--- src/rtl/wb_nop_pkg.sv ---
// Shared definitions for the Wishbone NOP master.
//   state_t          FSM encoding (IDLE, BUS, DONE)
//   TIMEOUT_CYC_DEF  default ACK wait limit in clocks
//   cnt_width()      bits needed to count 0..n-1 (minimum 1)
package wb_nop_pkg;

  typedef enum logic [1:0] {
    ST_IDLE = 2'd0,
    ST_BUS  = 2'd1,
    ST_DONE = 2'd2
  } state_t;

  localparam int unsigned TIMEOUT_CYC_DEF = 16;

  function automatic int unsigned cnt_width(input int unsigned n);
    return (n <= 1) ? 1 : $clog2(n);
  endfunction

endpackage

--- src/rtl/wb_nop_timeout_ctr.sv ---
// ACK wait counter for the NOP master.
//   clk_i      system clock
//   rst_i      asynchronous active-low reset
//   clr_i      hold count at zero (asserted outside the bus phase)
//   en_i       count one bus clock without ACK
//   expired_o  high during the last permitted bus clock (count == CYC-1)
module wb_nop_timeout_ctr
  import wb_nop_pkg::*;
#(
  parameter int unsigned CYC = TIMEOUT_CYC_DEF
) (
  input  logic clk_i,
  input  logic rst_i,
  input  logic clr_i,
  input  logic en_i,
  output logic expired_o
);

  localparam int unsigned     W    = cnt_width(CYC);
  localparam logic [W-1:0]    LAST = W'((CYC > 0) ? CYC - 1 : 0);

  logic [W-1:0] r_cnt;
  logic         w_expired;

  assign w_expired = (r_cnt >= LAST);
  assign expired_o = w_expired;

  // Count stops at LAST so it never wraps back below the limit.
  always_ff @(posedge clk_i or negedge rst_i) begin
    if (!rst_i) begin
      r_cnt <= '0;
    end else if (clr_i) begin
      r_cnt <= '0;
    end else if (en_i && !w_expired) begin
      r_cnt <= r_cnt + 1'b1;
    end
  end

endmodule

--- src/rtl/wb_nop_master.sv ---
// Minimal Wishbone classic master issuing empty (no address/data/WE) cycles.
// Each trigger starts one CYC/STB phase that the slave closes with ACK.
//   clk_i      system clock (rising edge)
//   rst_i      asynchronous active-low reset
//   cyc_o      Wishbone CYC
//   stb_o      Wishbone STB
//   ack_i      Wishbone ACK from slave
//   trigger_i  level request to start a NOP cycle
//   busy_o     cycle in progress (same as cyc_o)
//   done_o     one-clock pulse after an ACK-terminated cycle
//   txn_cnt_o  ACK-terminated cycles since reset, wraps
//   timeout_o  one-clock pulse on ACK timeout abort
// Build option: define WB_NOP_TIMEOUT_EN to abort a cycle after TIMEOUT_CYC
// clocks without ACK; otherwise the bus phase waits indefinitely and
// timeout_o is constant 0.
module wb_nop_master
  import wb_nop_pkg::*;
#(
  parameter int unsigned CNT_W       = 16,
  parameter int unsigned TIMEOUT_CYC = TIMEOUT_CYC_DEF
) (
  input  logic             clk_i,
  input  logic             rst_i,
  output logic             cyc_o,
  output logic             stb_o,
  input  logic             ack_i,
  input  logic             trigger_i,
  output logic             busy_o,
  output logic             done_o,
  output logic [CNT_W-1:0] txn_cnt_o,
  output logic             timeout_o
);

  state_t             r_state;
  state_t             w_state_nxt;
  logic               w_complete;
  logic               w_cyc_nxt;
  logic               r_cyc;
  logic               r_done;
  logic [CNT_W-1:0]   r_cnt;

`ifdef WB_NOP_TIMEOUT_EN
  logic w_expired;
  logic w_abort;
  logic r_tmo;

  wb_nop_timeout_ctr #(
    .CYC (TIMEOUT_CYC)
  ) u_tmo (
    .clk_i     (clk_i),
    .rst_i     (rst_i),
    .clr_i     (r_state != ST_BUS),
    .en_i      (r_state == ST_BUS),
    .expired_o (w_expired)
  );

  // ACK on the expiry edge takes priority over the abort.
  assign w_abort = (r_state == ST_BUS) && !ack_i && w_expired;

  always_ff @(posedge clk_i or negedge rst_i) begin
    if (!rst_i) r_tmo <= 1'b0;
    else        r_tmo <= w_abort;
  end

  assign timeout_o = r_tmo;
`else
  localparam int unsigned P_UNUSED_TMO = TIMEOUT_CYC;
  assign timeout_o = 1'b0;
`endif

  // State register
  always_ff @(posedge clk_i or negedge rst_i) begin
    if (!rst_i) r_state <= ST_IDLE;
    else        r_state <= w_state_nxt;
  end

  // Next-state logic
  always_comb begin
    w_state_nxt = r_state;
    case (r_state)
      ST_IDLE: if (trigger_i) w_state_nxt = ST_BUS;
      ST_BUS: begin
        if (ack_i) w_state_nxt = ST_DONE;
`ifdef WB_NOP_TIMEOUT_EN
        else if (w_expired) w_state_nxt = ST_DONE;
`endif
      end
      ST_DONE: w_state_nxt = ST_IDLE;
      default: w_state_nxt = ST_IDLE;
    endcase
  end

  // Output decode: next-cycle values, registered below so no input
  // reaches an output combinationally.
  always_comb begin
    w_complete = (r_state == ST_BUS) && ack_i;
    w_cyc_nxt  = (w_state_nxt == ST_BUS);
  end

  always_ff @(posedge clk_i or negedge rst_i) begin
    if (!rst_i) begin
      r_cyc  <= 1'b0;
      r_done <= 1'b0;
      r_cnt  <= '0;
    end else begin
      r_cyc  <= w_cyc_nxt;
      r_done <= w_complete;
      if (w_complete) r_cnt <= r_cnt + 1'b1;
    end
  end

  assign cyc_o     = r_cyc;
  assign stb_o     = r_cyc;
  assign busy_o    = r_cyc;
  assign done_o    = r_done;
  assign txn_cnt_o = r_cnt;

endmodule

--- config.mk ---
export PLATFORM = sky130hd
export DESIGN_NAME = wb_nop_master
export DESIGN_NICKNAME = d
export VERILOG_FILES = /design/src/rtl/wb_nop_pkg.sv /design/src/rtl/wb_nop_timeout_ctr.sv /design/src/rtl/wb_nop_master.sv
export SDC_FILE = /design/constraint.sdc
export NUM_CORES = 1
export LEC_CHECK = 0
export CORE_MARGIN = 8
export CORE_UTILIZATION = 40
export CTS_CLUSTER_DIAMETER = 60
export DETAILED_ROUTE_END_ITERATION = 7
export PLACE_DENSITY = 0.69
export SLEW_MARGIN = 20
export SYNTH_ARGS = -nofsm -noshare
export SYNTH_HDL_FRONTEND = slang
export SYNTH_SLANG_ARGS = --single-unit
export TNS_END_PERCENT = 10
--- constraint.sdc ---
create_clock -name clk_i -period 1.85 [get_ports clk_i]
set_clock_uncertainty 0.1 [all_clocks]
set_input_delay 0.37 -clock clk_i [delete_from_list [all_inputs] [get_ports clk_i]]
set_output_delay 0.37 -clock clk_i [all_outputs]
set_load 0.02 [all_outputs]
==> results.cfg <==
[logic_synthesis]
synthMuxAreaShare_pct = 2.44
synth_xor_area_share_pct = 15.9
synthesis.nets = 73
yosys_warnings = 0
synth-simple-area-share_pct = 16.7
avgSynthCellArea_sq_um = 12.8
synth_fa_ha_area_share_pct = 1.44
synth_cell_types = 22
synth_top_family_by_area = simple AND/OR/NAND/NOR gates
ys_ff_latch = 20
ys_seq_area_share_pct = 57.5
synth_cells = 68
synth_area_sq_um = 871
synth-compound-area-share_pct = 0

[sta]
fin_crit_ps = 1780
rsz0062_at_grt = false
hold_violations = 0
period_share_pct = 96.5
report.final.slew_viol_count = 0
worst_slack_ps = 65.4
max_freq_ghz = 0.560
fin_setup_tns_ps = 0
finalSetupViolCount = 0

[floorplan]
core_sq_um = 2130
io-pin-count = 25
start_util_pct = 40.9
die_h_microns = 62.7
die_w_microns = 62.7
dieArea_sq_um = 3930
num_rows = 17

[power]
cellPowerDensity_nw_per_um2 = 1040
irDropWorstVdd_mv = 0.847
switchingPower_uw = 361
leakage_nw = 0.684
p_seq_share_pct = 45.5
p_comb_share_pct = 26.1
clockPowerShare_pct = 28.4
p_int_uw = 884
switching_share_pct = 29.0

[detailed_routing]
drtAntennaViolNets = 0
routedWlPerCell_microns = 13.0
drt_iter0_drc = 1
route.detailed.drc = 0
vias = 569
drt_first_pass_iters = 2
viasPerCell = 4.66
wl_mm = 1.59

[placed_design]
placed_cells = 118
hpwlAfterDp_mm = 1.19
placed_cell_area_sq_um = 1120
io_buffers = 23
dp_slack_ps = -107
place_congestion = 0.784

[final_layout]
layout-drive-gt1-share_pct = 14.9
syn2layout_area_growth_pct = 36.9
fin_area_sq_um = 1190
nNetsFinal = 100
diodes = 0
final_common_cell = dfrtp_1
final_cell_mix = dfrtp_1 (20), xnor2_1 (11), clkdlybuf4s50_1 (11)
layout.cells.non_filler = 122
fin_util_pct = 56.1

[flow_run]
cap_violations = 0

[global_routing]
grtUsageTotal_pct = 8.32
grt_pass1_wl_mm = 2.73
use_met3_pct = 3.58
antenna_found_initial = 0
gr-usage-met1_pct = 9.80
use_met2_pct = 13.3
overflow = 0
grt_max_degree = 21
grt.busiest_layer = met2
grt_pass1_vias = 613

[worst_setup_path]
path_class = register to output port
crit_arrival_ps = 1310
reg2reg_depth = 4
regToRegSetupSlack_ps = 330
required_ps = 1380
crit_fanout = 3
crit_path_start_kind = register
critPathMaxStageDelay_ps = 620
critPathTopFamily = buffers and inverters
end_kind = output port
path_depth = 1
path_buf_inv = 1
path_cells = clkdlybuf4s50_1
slowest_stage = clkdlybuf4s50_1

[cts]
cts.sinks = 20
clockBufferDepth = 2
htree_levels = 1
clock_latency_ps = 300
holdBufCountCts = 0
clk_pin_slew_ps = 120
numCtsBuffers = 3
root_buffer = clkbuf_4
post_cts_buffers = 0
cts_tree = done

[hold_path]
min_path_type = input port to asynchronous set/reset pin

[outcome]
status = finished, final reports clean
area by class of cell:
| class | instances | area (sq um) |
|---|---|---|
| Clock buffer | 3 | 22.5 |
| Inverter | 1 | 3.75 |
| Clock inverter | 1 | 30.0 |
| Timing Repair Buffer | 27 | 279 |
| Multi-Input combinational cell | 42 | 322 |
| Tap cell | 28 | 35.0 |
| Fill cell | 188 | 935 |
| Sequential cell | 20 | 500 |
through the flow:
step | hold slack [ps] | total power [mW]
final | 296 | 1.24
after global routing | 307 | 1.32
after CTS | 301 | 1.27
after detailed placement | 356 | 0.910
after global placement | 347 | 0.906
after floorplan | -25.6 | 0.747
metal layers:
metal	wire length [microns]	part of all wire, %
met5	0	0
met3	74	4.7
met4	0	0
met2	757	48
met1	754	48
synth_stat cells (all sizes together):
cell | instances | area [sq um]
and3 | 5 | 37.5
and3b | 2 | 18.8
and4 | 3 | 27.5
buf | 5 | 45.0
conb | 1 | 3.75
dfrtp | 20 | 500
ha | 1 | 12.5
inv | 1 | 3.75
mux2 | 1 | 11.3
mux2i | 1 | 10.0
nand2 | 3 | 11.3
nand3 | 6 | 30.0
nand4 | 2 | 12.5
nor2 | 2 | 7.51
xnor2 | 11 | 96.3
xor2 | 4 | 42.6
power by group through the flow:
| stage | clock network (mW) | registers (mW) | logic [mW] |
|---|---|---|---|
| after floorplan | 0 | 0.637 | 0.110 |
| after global placement | 0 | 0.576 | 0.331 |
| after detailed placement | 0 | 0.576 | 0.334 |
| after CTS | 0.360 | 0.568 | 0.337 |
| after global routing | 0.378 | 0.580 | 0.359 |
| final | 0.353 | 0.566 | 0.325 |
cell families after synthesis:
logic type / count (synthesis)
AND/OR/NAND/NOR: 23
flip-flops: 20
XOR/XNOR: 15
buffers and inverters: 6
multiplexers: 2
adder cells (fa/ha/maj): 1
other: 1
flip-flops by register name, indices dropped and copies added (netlist names):
register,flops
txn_cnt_o,16
r_state,2
busy_o,1
done_o,1
timing repair:
item / in CTS / in global routing
resized for setup: 3 / 9
endpoints found under the setup margin: 3 / 9
pin swaps: 0 / 0
final timing paths:
path,from,endpoint
setup / recovery,txn_cnt_o[10]$_DFFE_PN0P_,txn_cnt_o[10]
hold / removal,rst_i,txn_cnt_o[0]$_DFFE_PN0P_
setup reg to reg,r_state[1]$_DFF_PN0_,txn_cnt_o[9]$_DFFE_PN0P_
hold reg to reg,r_state[1]$_DFF_PN0_,r_state[0]$_DFF_PN0_
max in group asynchronous,rst_i,txn_cnt_o[3]$_DFFE_PN0P_
min in group clk_i,r_state[1]$_DFF_PN0_,r_state[0]$_DFF_PN0_
Power figures use the tool's default switching activity.
